## src/rtl/rtype_pkg.sv

```systemverilog
// Shared encodings for the R-type multicycle sequencer: FSM states,
// MIPS R-type function codes and the ALU control codes they map to.
package rtype_pkg;

    typedef enum logic [2:0] {
        ST_FETCH  = 3'd0,
        ST_DECODE = 3'd1,
        ST_EXEC   = 3'd2,
        ST_WB     = 3'd3,
        ST_HALT   = 3'd4
    } state_e;

    localparam logic [5:0] OP_RTYPE  = 6'h00;

    localparam logic [5:0] FUNC_ADD  = 6'h20;
    localparam logic [5:0] FUNC_ADDU = 6'h21;
    localparam logic [5:0] FUNC_SUB  = 6'h22;
    localparam logic [5:0] FUNC_SUBU = 6'h23;
    localparam logic [5:0] FUNC_AND  = 6'h24;
    localparam logic [5:0] FUNC_OR   = 6'h25;
    localparam logic [5:0] FUNC_XOR  = 6'h26;
    localparam logic [5:0] FUNC_NOR  = 6'h27;
    localparam logic [5:0] FUNC_SLT  = 6'h2A;
    localparam logic [5:0] FUNC_SLTU = 6'h2B;

    localparam logic [3:0] ALU_ADD   = 4'b1010;
    localparam logic [3:0] ALU_ADDU  = 4'b0010;
    localparam logic [3:0] ALU_SUB   = 4'b1110;
    localparam logic [3:0] ALU_SUBU  = 4'b0110;
    localparam logic [3:0] ALU_AND   = 4'b0000;
    localparam logic [3:0] ALU_OR    = 4'b0001;
    localparam logic [3:0] ALU_XOR   = 4'b0011;
    localparam logic [3:0] ALU_NOR   = 4'b1100;
    localparam logic [3:0] ALU_SLT   = 4'b0101;
    localparam logic [3:0] ALU_SLTU  = 4'b1111;

endpackage

```

## src/rtl/rtype_multicycle_sequencer_if.sv

```systemverilog
// Instruction-memory fetch handshake between the sequencer (master) and imem (slave).
interface rtype_multicycle_sequencer_if;
    logic        imem_req;
    logic        imem_ack;
    logic [31:0] imem_data;

    modport master (output imem_req, input  imem_ack, input  imem_data);
    modport slave  (input  imem_req, output imem_ack, output imem_data);
endinterface

```

## src/rtl/rtype_decode.sv

```systemverilog
// Combinational Op/Func decode to a 4-bit ALU control code.
// Anything that is not one of the ten supported R-type ops reports legal=0 and ALUCntl=0.
module rtype_decode
    import rtype_pkg::*;
(
    input  logic [5:0] op,
    input  logic [5:0] func,
    output logic       legal,
    output logic [3:0] ALUCntl
);

    logic       hit;
    logic [3:0] code;

    always_comb begin
        hit  = 1'b1;
        code = ALU_AND;
        case (func)
            FUNC_ADD:  code = ALU_ADD;
            FUNC_ADDU: code = ALU_ADDU;
            FUNC_SUB:  code = ALU_SUB;
            FUNC_SUBU: code = ALU_SUBU;
            FUNC_AND:  code = ALU_AND;
            FUNC_OR:   code = ALU_OR;
            FUNC_XOR:  code = ALU_XOR;
            FUNC_NOR:  code = ALU_NOR;
            FUNC_SLT:  code = ALU_SLT;
            FUNC_SLTU: code = ALU_SLTU;
            default:   hit  = 1'b0;
        endcase
    end

    assign legal   = hit && (op == OP_RTYPE);
    assign ALUCntl = legal ? code : 4'b0000;

endmodule

```

## src/rtl/rtype_multicycle_sequencer.sv

```systemverilog
// FETCH/DECODE/EXEC/WB sequencer for R-type instructions. Owns the IR, the fetch
// timeout counter and the retired counter; all strobes are decoded from state.
module rtype_multicycle_sequencer
    import rtype_pkg::*;
#(
    parameter int COUNT_W         = 16,
    parameter int FETCH_TIMEOUT   = 15,
    parameter int HALT_ON_ILLEGAL = 0
) (
    input  logic                          clk,
    input  logic                          reset,
    input  logic                          run,
    rtype_multicycle_sequencer_if.master  imem,
    output logic [4:0]                    rs,
    output logic [4:0]                    rt,
    output logic [4:0]                    rd,
    output logic                          rf_read_en,
    output logic                          alu_en,
    output logic [3:0]                    ALUCntl,
    output logic                          RegWrite,
    output logic                          illegal,
    output logic                          fetch_err,
    output logic                          halted,
    output logic [COUNT_W-1:0]            retired
);

    localparam logic [2:0] S_FETCH  = ST_FETCH;
    localparam logic [2:0] S_DECODE = ST_DECODE;
    localparam logic [2:0] S_EXEC   = ST_EXEC;
    localparam logic [2:0] S_WB     = ST_WB;
    localparam logic [2:0] S_HALT   = ST_HALT;

    // Compare against the pre-increment value so the FETCH_TIMEOUT-th waiting cycle halts.
    localparam logic [7:0] TMO_LAST = 8'(FETCH_TIMEOUT - 1);

    logic [2:0]  state, state_nxt;
    logic [31:0] ir;
    logic [7:0]  tcnt;
    logic        legal_q;
    logic [3:0]  alu_q;
    logic        dec_legal;
    logic [3:0]  dec_alu;
    logic        fire, wait_cyc, tmo;
    logic        unused_shamt;

    assign rs = ir[25:21];
    assign rt = ir[20:16];
    assign rd = ir[15:11];
    assign unused_shamt = ^ir[10:6];

    rtype_decode u_decode (
        .op      (ir[31:26]),
        .func    (ir[5:0]),
        .legal   (dec_legal),
        .ALUCntl (dec_alu)
    );

    // An ack is only honoured while the request is actually up.
    assign imem.imem_req = (state == S_FETCH) && run;
    assign fire          = imem.imem_req && imem.imem_ack;
    assign wait_cyc      = imem.imem_req && !imem.imem_ack;
    assign tmo           = wait_cyc && (tcnt == TMO_LAST);

    always_comb begin
        state_nxt = state;
        case (state)
            S_FETCH:  if (fire) state_nxt = S_DECODE;
                      else if (tmo) state_nxt = S_HALT;
            S_DECODE: state_nxt = S_EXEC;
            S_EXEC:   if (legal_q) state_nxt = S_WB;
                      else if (HALT_ON_ILLEGAL != 0) state_nxt = S_HALT;
                      else state_nxt = S_FETCH;
            S_WB:     state_nxt = S_FETCH;
            S_HALT:   state_nxt = S_HALT;
            default:  state_nxt = S_FETCH;
        endcase
    end

    always_ff @(posedge clk or posedge reset) begin
        if (reset) begin
            state     <= S_FETCH;
            ir        <= '0;
            tcnt      <= '0;
            legal_q   <= 1'b0;
            alu_q     <= '0;
            fetch_err <= 1'b0;
            retired   <= '0;
        end else begin
            state <= state_nxt;
            if (fire) begin
                ir   <= imem.imem_data;
                tcnt <= '0;
            end else if (wait_cyc) begin
                tcnt <= tcnt + 8'd1;
            end
            if (tmo)
                fetch_err <= 1'b1;
            if (state == S_DECODE) begin
                legal_q <= dec_legal;
                alu_q   <= dec_alu;
            end
            // Writes to $zero are dropped but still retire.
            if ((state == S_WB) && (retired != {COUNT_W{1'b1}}))
                retired <= retired + COUNT_W'(1);
        end
    end

    assign rf_read_en = (state == S_DECODE);
    assign alu_en     = (state == S_EXEC) && legal_q;
    assign illegal    = (state == S_EXEC) && !legal_q;
    assign RegWrite   = (state == S_WB) && (rd != 5'd0);
    assign halted     = (state == S_HALT);
    assign ALUCntl    = (alu_en || (state == S_WB)) ? alu_q : 4'b0000;

endmodule

```

## src/flat_wrapper.sv

```systemverilog
// flat-port wrapper written by rule: the top's interface ports become plain ports
module rtype_multicycle_sequencer_flat import rtype_pkg::*;
#(
    parameter int COUNT_W         = 16,
    parameter int FETCH_TIMEOUT   = 15,
    parameter int HALT_ON_ILLEGAL = 0
)
  (clk, reset, run, rs, rt, rd, rf_read_en, alu_en, ALUCntl, RegWrite, illegal, fetch_err, halted, retired, imem_imem_req, imem_imem_ack, imem_imem_data);
  rtype_multicycle_sequencer_if imem_i ();
  input  logic clk;
  input  logic reset;
  input  logic run;
  output logic [4:0] rs;
  output logic [4:0] rt;
  output logic [4:0] rd;
  output logic rf_read_en;
  output logic alu_en;
  output logic [3:0] ALUCntl;
  output logic RegWrite;
  output logic illegal;
  output logic fetch_err;
  output logic halted;
  output logic [COUNT_W-1:0] retired;
  output wire logic [$bits(imem_i.imem_req)-1:0] imem_imem_req;
  input wire logic [$bits(imem_i.imem_ack)-1:0] imem_imem_ack;
  input wire logic [$bits(imem_i.imem_data)-1:0] imem_imem_data;
  assign imem_imem_req = imem_i.imem_req;
  assign imem_i.imem_ack = imem_imem_ack;
  assign imem_i.imem_data = imem_imem_data;
  rtype_multicycle_sequencer #(.COUNT_W(COUNT_W), .FETCH_TIMEOUT(FETCH_TIMEOUT), .HALT_ON_ILLEGAL(HALT_ON_ILLEGAL)) u_core (.clk(clk), .reset(reset), .run(run), .imem(imem_i), .rs(rs), .rt(rt), .rd(rd), .rf_read_en(rf_read_en), .alu_en(alu_en), .ALUCntl(ALUCntl), .RegWrite(RegWrite), .illegal(illegal), .fetch_err(fetch_err), .halted(halted), .retired(retired));
endmodule
```

## config.mk

```make
export PLATFORM = sky130hd
export DESIGN_NAME = rtype_multicycle_sequencer_flat
export DESIGN_NICKNAME = d
export VERILOG_FILES = /design/src/rtl/rtype_pkg.sv /design/src/rtl/rtype_multicycle_sequencer_if.sv /design/src/rtl/rtype_decode.sv /design/src/rtl/rtype_multicycle_sequencer.sv /design/src/flat_wrapper.sv
export SDC_FILE = /design/constraint.sdc
export NUM_CORES = 1
export LEC_CHECK = 0
export CAP_MARGIN = 20
export CORE_ASPECT_RATIO = 1.4
export CORE_MARGIN = 2
export CORE_UTILIZATION = 44
export CTS_BUF_LIST = sky130_fd_sc_hd__clkbuf_16
export DETAILED_ROUTE_END_ITERATION = 8
export PLACE_DENSITY = 0.73
export SLEW_MARGIN = 10
export SYNTH_ARGS = -nofsm -noshare
export SYNTH_HDL_FRONTEND = slang
export SYNTH_SLANG_ARGS = --single-unit
```

## constraint.sdc

```tcl
create_clock -name clk -period 1.95 [get_ports clk]
set_input_delay 0.39 -clock clk [delete_from_list [all_inputs] [get_ports clk]]
set_output_delay 0.39 -clock clk [all_outputs]
set_load 0.02 [all_outputs]
```

* Yosys cells after proc, flatten, opt, wreduce, memory -nomap -nowiden *
Cells that the tools add are included.
W data, S select, Z words.

storage, ports and cells
  register bits after elaboration = 65
  bits of input ports = 36
  output and inout bits = 42

operators by class
  add/subtract/negate cells = 2
  equality and inequality tests = 17
  muxes and demuxes = 10
  reduce and logical (&&, ||, !) cells = 17

operators by type and width
  kind                     count
  $eq A6 B6 Y1 const B     10
  $pmux W4 S9              1
  $add A16 B1 Y16 const B  1
  $mux W8                  2
  $ne A16 B16 Y1 const B   1
  $pmux W3 S4              1
  $reduce_or A10 Y1        1
  $logic_and A1 B1 Y1      9
  $add A8 B1 Y8 const B    1
  $eq A8 B4 Y1 const B     1
  $mux W4                  2
  $eq A3 B2 Y1 const B     2
  $logic_not A6 Y1         1
  $mux W3                  2
  $reduce_bool A5 Y1       1
  $eq A3 B1 Y1 const B     1
  $eq A3 B3 Y1 const B     1
  $logic_not A3 Y1         1
  $ne A3 B1 Y1 const B     1
  $logic_not A1 Y1         2
  $mux W2                  1
  $reduce_bool A2 Y1       1
  $logic_or A1 B1 Y1       1
  $mux W1                  1

* Depth between registers and ports, before layout *
  word-level depth = 7
  depth in mapped cells = 6
  gate-level depth less buffers = 5

* Hierarchy *
Synthesis repeated with hierarchy kept, for this count alone.

second synthesis, totals
  cells, all modules = 249
  area, all modules = 3040.4 um2

modules (own cells, without submodules)
  module                      times used  cells each  area each (um2)
  rtype_multicycle_sequencer  1           224         2875.3
  rtype_decode                1           25          165.2

* Worst setup path before layout *
OpenSTA, ideal clock, no wires.

  path kind = register to register
  start point = register u_core.retired[4]
  end point = register u_core.retired[13]
  setup time = 0.125 ns
  arrival = 1.712 ns
  data required time = 1.825 ns
  setup slack = 0.113 ns
  cell stages (with the launch flop) = 5
  path buffers = 0
  clock period less this slack = 1.837 ns
  path through = dfrtp_1 > nand4_1 > or4_4 > nor2_1 > mux2_2

between the ends
  word-level cells in the longest chain between the ends = 2
  elaborated cells between the ends (all ways) = 3
  classes of those cells = add/sub (1); eq/ne (1); reduce/logical (1)

RTL lines
  what                                                     line                               text
  start: declaration                                       rtype_multicycle_sequencer.sv:24   output logic [COUNT_W-1:0] retired
  start signal: assignment                                 rtype_multicycle_sequencer.sv:104  retired <= retired + COUNT_W'(1);
  branches (longest 2 deep; another with $add A16 B1 Y16)  -

Several ways; the timed one is not identified.
A chain may end at the register's enable or synchronous reset.

* Worst setup path in the final report *
  start point = register u_core.state[2]
  end point = register u_core.retired[13]

between the ends
  word-level cells in the longest chain between the ends = 2

RTL lines
  what                      line                               text
  start: declaration        rtype_multicycle_sequencer.sv:36   logic [2:0] state, state_nxt;
  start signal: assignment  rtype_multicycle_sequencer.sv:89   state <= state_nxt;
  $eq A3 B2 Y1              rtype_multicycle_sequencer.sv:103  if ((state == S_WB) && (retired != {COUNT_W{1'b1}}))
  $logic_and A1 B1 Y1       rtype_multicycle_sequencer.sv:103

No other way between the ends.

==> flow_summary.ini <==
[timing]
tightest_slew_ps = 677.7
setup_tns_ps = -1.088
finalHoldViolCount = 0
finalMaxSlewViolations = 0
skew_ps = 5.075
relSlewSlack_pct = 54.68
min_period_ps = 1951
fin_crit_sh_pct = 100.0
setup_slack_ps = -0.7769
setup_viol = 2
rsz0062_at_grt = yes
max_freq_mhz = 512.6

[placement]
place_ws_ps = -560.1
postPlaceCellArea_um2 = 3850
finalWeightedCongestion = 0.7983
io_buffers = 72
placedCellCount = 413
dpl.hpwl_um = 4191

[setup_path]
startpoint = u_core.state[2]$_DFFE_PP0P_
path_common_cell = buf_6
crit_arrival_ps = 2160
r2r_start = u_core.state[2]$_DFFE_PP0P_
required_ps = 2160
path_depth = 6
cp.buffers_inverters = 2
reg2reg_slack_ps = -0.8
slowest_stage = or4_4
reg2reg_depth = 6
startpoint_type = register
crit_type = register to register
critPathMaxFanout = 4
end_kind = register
cp_cell_sequence = buf_6, nand3b_1, buf_6, or4_4, nor2_2, mux2_2
critPathMaxStageDelay_ps = 520
critPathTopFamily = simple AND/OR/NAND/NOR gates
reg2reg_to = u_core.retired[13]$_DFFE_PP0P_
crit_path_end = u_core.retired[13]$_DFFE_PP0P_

[synthesis]
async_reset_ff_share_pct = 100.0
synth_fp_nets = 291
yosys.cell_types.count = 52
syn-instance-count = 252
synth_enable_flop_cells = 0
avgSynthCellArea_um2 = 12.09
yosysSeqAreaShare_pct = 49.26
synth_seq_cells = 60
synthFlopType = dfrtp_1
netlist_area_um2 = 3048
ys.warnings.count = 0

[drt]
ant_nets = 0
via_per_inst = 5.174
dr.pass1.iters = 4
drt_iter0_markers = 103
drc = 0
wl_per_cell_um = 14.37
wl_um = 6181
vias = 2225

[die]
die_h_um = 102.5
core-area_um2 = 6656
die-area_um2 = 7618
die_w_um = 74.34
boundaryPins = 78
row_count = 35
initial_core_util_pct = 45.79

[final_layout]
syn2layout_area_growth_pct = 36.54
final_common_cell = clkdlybuf4s50_1
nets = 374
final_area_um2 = 4161
final_cells = 430
n_antenna_cell = 0
layout_common_cells = clkdlybuf4s50_1, dfrtp_1, buf_4
drive_gt1_share_pct = 27.51

[pwr]
p_leak_nw = 1.885
pwr_density_cell_nw_per_um2 = 918.3
peakVddDrop_mv = 0.5841

[clock_tree]
clk_pin_slew_ps = 50
clock_sinks = 60
cts_max_path_buffers = 2
cts_root_buffer = clkbuf_16
cts_max_level = 3
cts_tree = done
clk_latency_ps = 320
numCtsBuffers = 9

[run_status]
status = finished with violations
violations = negative setup slack

[job]
max_cap_viol_count = 0

[global_route]
grt_overflow = 0
antenna_found_initial = 0
grt_pass1_vias = 2195
grt_max_degree = 61
grt_pass1_wl_um = 9942
gr-usage-all-layers_pct = 17.28

[min_path]
hold_path.class = primary input to async pin
## through the flow
stage          power [W]  utilization [%]  hold WS, ps
5_1_grt         0.004023            62.52        508.5
6_report        0.003821            62.52        459.1
3_3_place_gp    0.002470            57.84        446.8
4_1_cts         0.003854            61.88        474.7
2_1_floorplan   0.002223                -        458.2
3_5_place_dp    0.002494            57.84        463.2
## worst min path at each step
| stage | cells after the start | to | start | slack (ps) |
|---|---|---|---|---|
| 6_report | 3 | u_core.ir[24]$_DFFE_PP0P_ | reset | 460 |
| 5_1_grt | 3 | u_core.ir[16]$_DFFE_PP0P_ | reset | 510 |
| 4_1_cts | 1 | u_core.fetch_err$_DFFE_PP0P_ | u_core.fetch_err$_DFFE_PP0P_ | 470 |
| 3_5_place_dp | 1 | u_core.fetch_err$_DFFE_PP0P_ | u_core.fetch_err$_DFFE_PP0P_ | 460 |
| 3_3_place_gp | 1 | u_core.fetch_err$_DFFE_PP0P_ | u_core.fetch_err$_DFFE_PP0P_ | 450 |
| 2_1_floorplan | 1 | u_core.alu_q[2]$_DFFE_PP0P_ | u_core.alu_q[2]$_DFFE_PP0P_ | 460 |
## area by class of cell
cell class                 instances  area (µm²)
clock buffer                       9       225.2
clock inverter                     5       22.52
fill                             538        2495
inverter                           6       30.03
multi-input combinational        166        1394
sequential                        60        1501
tap                               92       115.1
timing repair buffer              92       873.3
## logic make-up after synthesis
logic type | after synthesis | share of synthesized area, %
buffers and inverters | 28 | 7.184
AO/OA/AOI/OAI | 33 | 7.841
AND/OR/NAND/NOR | 84 | 17.04
XOR/XNOR | 14 | 4.023
multiplexers | 30 | 13.42
adder cells (fa/ha/maj) | 3 | 1.232
flip-flops | 60 | 49.26
## report_power, final
part | switching, W | internal [W] | total [W]
Sequential | 0.000165 | 0.00142 | 0.00159
Clock | 0.000501 | 0.000825 | 0.00133
Combinational | 0.000387 | 0.000522 | 0.000909
Total | 0.00105 | 0.00277 | 0.00382
## registers in the layout, summed over array words and instances, names as in the netlist
| register | count |
|---|---|
| u_core.alu_q | 4 |
| u_core.legal_q | 1 |
| u_core.fetch_err | 1 |
| u_core.ir | 27 |
| u_core.retired | 16 |
| u_core.state | 3 |
| u_core.tcnt | 8 |
## worst reg2reg max path, cell delays in order, from the launching register on
cell,delay (ps)
dfrtp_1,410
buf_6,140
nand3b_1,190
buf_6,150
or4_4,520
nor2_2,100
mux2_2,330
## routing by layer
metal | share of wire (%) | track usage (%) | wire length, µm | vias to the layer above
li1 | - | - | - | 1063
met1 | 39 | 19.65 | 2438 | 1087
met2 | 54 | 29.60 | 3352 | 65
met3 | 4.6 | 4.635 | 286 | 10
met4 | 1.7 | 8.516 | 103 | 0
met5 | 0 | 0 | 0 | -
## repair_timing
item	CTS	global route
cloned	1	1
pin swaps	2	1
setup endpoints to repair	43	31
endpoints found under the hold margin	0	0
hold buffers	0	0
setup buffers	1	0
resized for setup	46	9
## cell usage after synthesis, drive strengths merged, types with 2 or more instances
master  instances  area, µm²
xor2            7      61.31
nor3b           2      15.01
ha              3      37.54
a22o            3      26.28
inv             6      30.03
buf            18      163.9
nor3            5      30.03
or2             2      12.52
nand2b          7      51.30
nor4            5      50.05
nand4           4      25.02
or4b            3      30.03
dfrtp          60       1501
clkbuf          4      25.02
and2            3      18.77
o21ai          10      50.05
and4            2      17.52
nand2          13      65.06
o31ai           3      22.52
nor2           13      48.80
nand3          11      55.05
o22ai           2      12.51
mux2           30      409.1
xnor2           7      61.31
nor2b           6      37.54
and3            3      18.77
a21oi           4      23.77
a31oi           4      25.02
or4             2      18.77
No activity file was read; power rests on OpenSTA's default activity.
==> RTL edit 1, RTL diff (config.mk and constraints unchanged) <==
`HALT_ON_ILLEGAL` is set to 0 in 2 places; all go to 1.
--- a/src/rtl/rtype_multicycle_sequencer.sv
+++ b/src/rtl/rtype_multicycle_sequencer.sv
@@ -5,7 +5,7 @@
 #(
     parameter int COUNT_W         = 16,
     parameter int FETCH_TIMEOUT   = 15,
-    parameter int HALT_ON_ILLEGAL = 0
+    parameter int HALT_ON_ILLEGAL = 1
 ) (
     input  logic                          clk,
     input  logic                          reset,
--- a/src/flat_wrapper.sv
+++ b/src/flat_wrapper.sv
@@ -3,7 +3,7 @@
 #(
     parameter int COUNT_W         = 16,
     parameter int FETCH_TIMEOUT   = 15,
-    parameter int HALT_ON_ILLEGAL = 0
+    parameter int HALT_ON_ILLEGAL = 1
 )
   (clk, reset, run, rs, rt, rd, rf_read_en, alu_en, ALUCntl, RegWrite, illegal, fetch_err, halted, retired, imem_imem_req, imem_imem_ack, imem_imem_data);
   rtype_multicycle_sequencer_if imem_i ();
Formal check against the unedited RTL: not equivalent (a bounded check fails within 4 cycles, from zero or initial values and one cycle with reset high).
==> RTL edit 1 against the original RTL <==
Routed wire length increased by 2.1%. Cell area about the same. Power increased by 35%. Sequential cell count unchanged. Count of clock-buffer cells in the layout unchanged. Area after synthesis decreased by 0.74%. Non-clock buffer count decreased by 2. Sequential share of layout area about the same. Worst hold slack got worse by 39 ps. Combinational power increased by 91%. Worst setup slack improved by 35 ps. Largest power group unchanged.
==> RTL edit 1: results (changes against the original RTL) <==
[status]
outcome=complete, no violations

[power_and_ir_drop]
p_leak_nw=1.91  ; +1.5%
p_seq_frac=0.373  ; -0.042
p_clk_mw=1.50  ; +13%

[cells_and_area]
final-clk-cell-share=0.0683  ; +0.00878
seq_area_frac=0.361  ; about the same
syn_to_final_growth_pct=37.4
multi_input_gates=164  ; -1.2%
drive_gt1_frac=0.246  ; -0.0289
final.fill_count=527  ; -2.0%
buffers=90  ; -2.2%
bufAreaShareNonClock=0.208  ; -0.00192
nNetsFinal=371  ; -0.80%

[yosys]
synth_compound_area_frac=0.0914  ; +0.0130
muxShareOfSynthArea=0.128  ; -0.00644
synthAdderAreaFrac=0.0124  ; +0.0000917
synthTopCellsByArea=dfrtp_1 50%, mux2_4 9.4%, buf_4 3.7%, mux2_2 3.3%, xor2_1 3.2%
avgSynthCellArea_um2=12.0  ; -1.1%
synth_xor_area_frac=0.0463  ; +0.00609
ys_seq_area_frac=0.496  ; +0.00367

[placed_design]
post-place-cells=412  ; -0.24%
pre_cts_ws_ps=-489  ; +70.9 ps
dp_hpwl_um=4450  ; +6.2%
placed_cell_area_um2=3840  ; -0.16%

[sta]
skew_ps=7.97  ; +2.90 ps
fin_crit_sh=0.982  ; -0.0179
tightest_slew_ps=503  ; -174 ps

[clock_tree]
cts_resized=36  ; -22%

[worst_setup_path]
crit_fanout=2  ; -2
critical_path_arrival_ps=1530  ; -630 ps

[global_routing]
gr-usage-all-layers=0.180  ; +0.00688
grt_pass1_wl_um=10400  ; +4.7%
grt_max_degree=29  ; -52%
grt_util_met2=0.312  ; +0.0158
grt_util_met3=0.0572  ; +0.0108

[detailed_routing]
wl_per_cell_um=14.7  ; +2.3%
first_iter_violations=75  ; -27%
wl_um=6310  ; +2.1%

-- RTL edit 1: critical path, cell delays in order --
cell,delay [ps]
clkdlybuf4s50_1,450
or4b_4,500
clkinv_4,60
buf_4,130
-- RTL edit 1: final timing paths --
check / start / end / slack [ps] / depth (start not counted)
max reg2reg: u_core.state[2] / u_core.ir[16] / 60 / 5
min in group clk: u_core.fetch_err / u_core.fetch_err / 470 / 1
min reg2reg: u_core.fetch_err / u_core.fetch_err / 470 / 1
min: reset / u_core.ir[21] / 420 / 2
max: run / imem_imem_req / 30 / 4
max in group asynchronous: reset / u_core.fetch_err / 1030 / 3
-- RTL edit 1: cell families after synthesis --
kind of cell	count (synthesis)
AO/OA/AOI/OAI	38
flip-flops	60
buffers and inverters	29
XOR/XNOR	16
multiplexers	28
adder cells (fa/ha/maj)	3
AND/OR/NAND/NOR	79
-- RTL edit 1: routing by layer --
metal,share of wire,routed length (um)
met3,0.034,216
met2,0.54,3400
met1,0.42,2680
met5,0,0
met4,0.0021,13
==> RTL edit 2, RTL diff (same flow settings) <==
Without the edit above. Register the output `ALUCntl`, cleared by the reset; this adds one clock of latency there. The other outputs are not delayed to match.
--- a/src/rtl/rtype_multicycle_sequencer.sv
+++ b/src/rtl/rtype_multicycle_sequencer.sv
@@ -32,6 +32,8 @@
 
     // Compare against the pre-increment value so the FETCH_TIMEOUT-th waiting cycle halts.
     localparam logic [7:0] TMO_LAST = 8'(FETCH_TIMEOUT - 1);
+
+    logic [3:0] ALUCntl_d;
 
     logic [2:0]  state, state_nxt;
     logic [31:0] ir;
@@ -110,7 +112,15 @@
     assign illegal    = (state == S_EXEC) && !legal_q;
     assign RegWrite   = (state == S_WB) && (rd != 5'd0);
     assign halted     = (state == S_HALT);
-    assign ALUCntl    = (alu_en || (state == S_WB)) ? alu_q : 4'b0000;
+    assign ALUCntl_d  = (alu_en || (state == S_WB)) ? alu_q : 4'b0000;
+
+    always_ff @(posedge clk or posedge reset) begin
+        if (reset) begin
+            ALUCntl <= '0;
+        end else begin
+            ALUCntl <= ALUCntl_d;
+        end
+    end
 
 endmodule
 
Function: changed (a bounded check fails within 4 cycles, from zero or initial values and one cycle with reset high).
==> RTL edit 2 against the original RTL <==
Sequential cell count up 4. Non-clock buffer count up 5. Cell area up 2.4%. Global-route usage up 2.0 points. Final cell count up 15%. Clock skew about the same. Worst setup slack better by 39 ps. Area after synthesis about the same. Die area about the same. Power up 15%. Routed wire length up 6.1%. Clock power up 26%.
==> RTL edit 2: results (changes against the original RTL) <==
[worst_setup_path]
cp_slowest_cell=or4b_4
crit_type=primary input to flip-flop
r2r_end=u_core.tcnt[5]
crit_fanout=7  ; +3
r2r_setup_slack_ps=60  ; +60 ps

[detailed_routing]
wl_met3_um=320  ; +12%
wl_per_cell_um=13.3  ; -7.6%
wl_um=6560  ; +6.1%
m1WireLength_um=2730  ; +12%

[yosys]
ys_types=44  ; -15%
synth_xor_area_frac=0.0489  ; +0.00866
synth_common_cells=92 x nand2_1, 64 x dfrtp_1, 16 x buf_4
synthTopCellsByArea=dfrtp_1 53%, nand2_1 11%, buf_4 3.9%, xor2_1 3.5%, nand3_1 1.8%
synthAdderAreaFrac=0.0123  ; about the same

[placed_design]
dp_hpwl_um=4790  ; +14%
post-place-cells=472  ; +14%
placed_cell_area_um2=3890  ; +1.0%

[status]
outcome=complete, no violations

[power_and_ir_drop]
p_leak_nw=2.03  ; +7.7%
ir_worst_vdd_mv=0.702  ; +20%

[sta]
slew_headroom=0.746  ; +0.200

[global_routing]
grt_max_degree=37  ; -39%
grt_pass1_wl_um=11200  ; +12%
grt_pass1_vias=2471  ; +13%
gr-usage-all-layers=0.193  ; +0.0204

[cells_and_area]
drive_gt1_frac=0.169  ; -0.106

RTL edit 2: cell count changes after synthesis, moves of 3 or more:
cell and delta:
inv_1 +4, nand2_1 +80, buf_2 +4, nand2b_1 -4, mux2_4 -19, nor4_2 -3
dfrtp_1 +4, clkbuf_1 +3, nor3_1 +6, a31oi_1 -4, or3_1 +3, mux2_2 -8
and3_1 -3, xor2_1 +5
RTL edit 2: area by class of cell:
cell class                 count  area [um^2]
fill                         573         2390
sequential                    64         1600
multi-input combinational    215         1270
timing repair buffer          97          921
clock buffer                   9          225
tap                           92          115
clock inverter                 7         86.3
inverter                      10         41.3
RTL edit 2: metrics by stage:
step / hold slack [ps] / worst slack, ps
after floorplan: 438 / 198
after global placement: 455 / -403
after detailed placement: 458 / -401
after CTS: 399 / 17.9
after global routing: 429 / -10.4
final: 392 / 38.5
RTL edit 2: timing repair:
action,4_1_cts,5_1_grt
pin swaps,0,6
endpoints found under the setup margin,7,11
resized for setup,19,16
buffers inserted,1,5
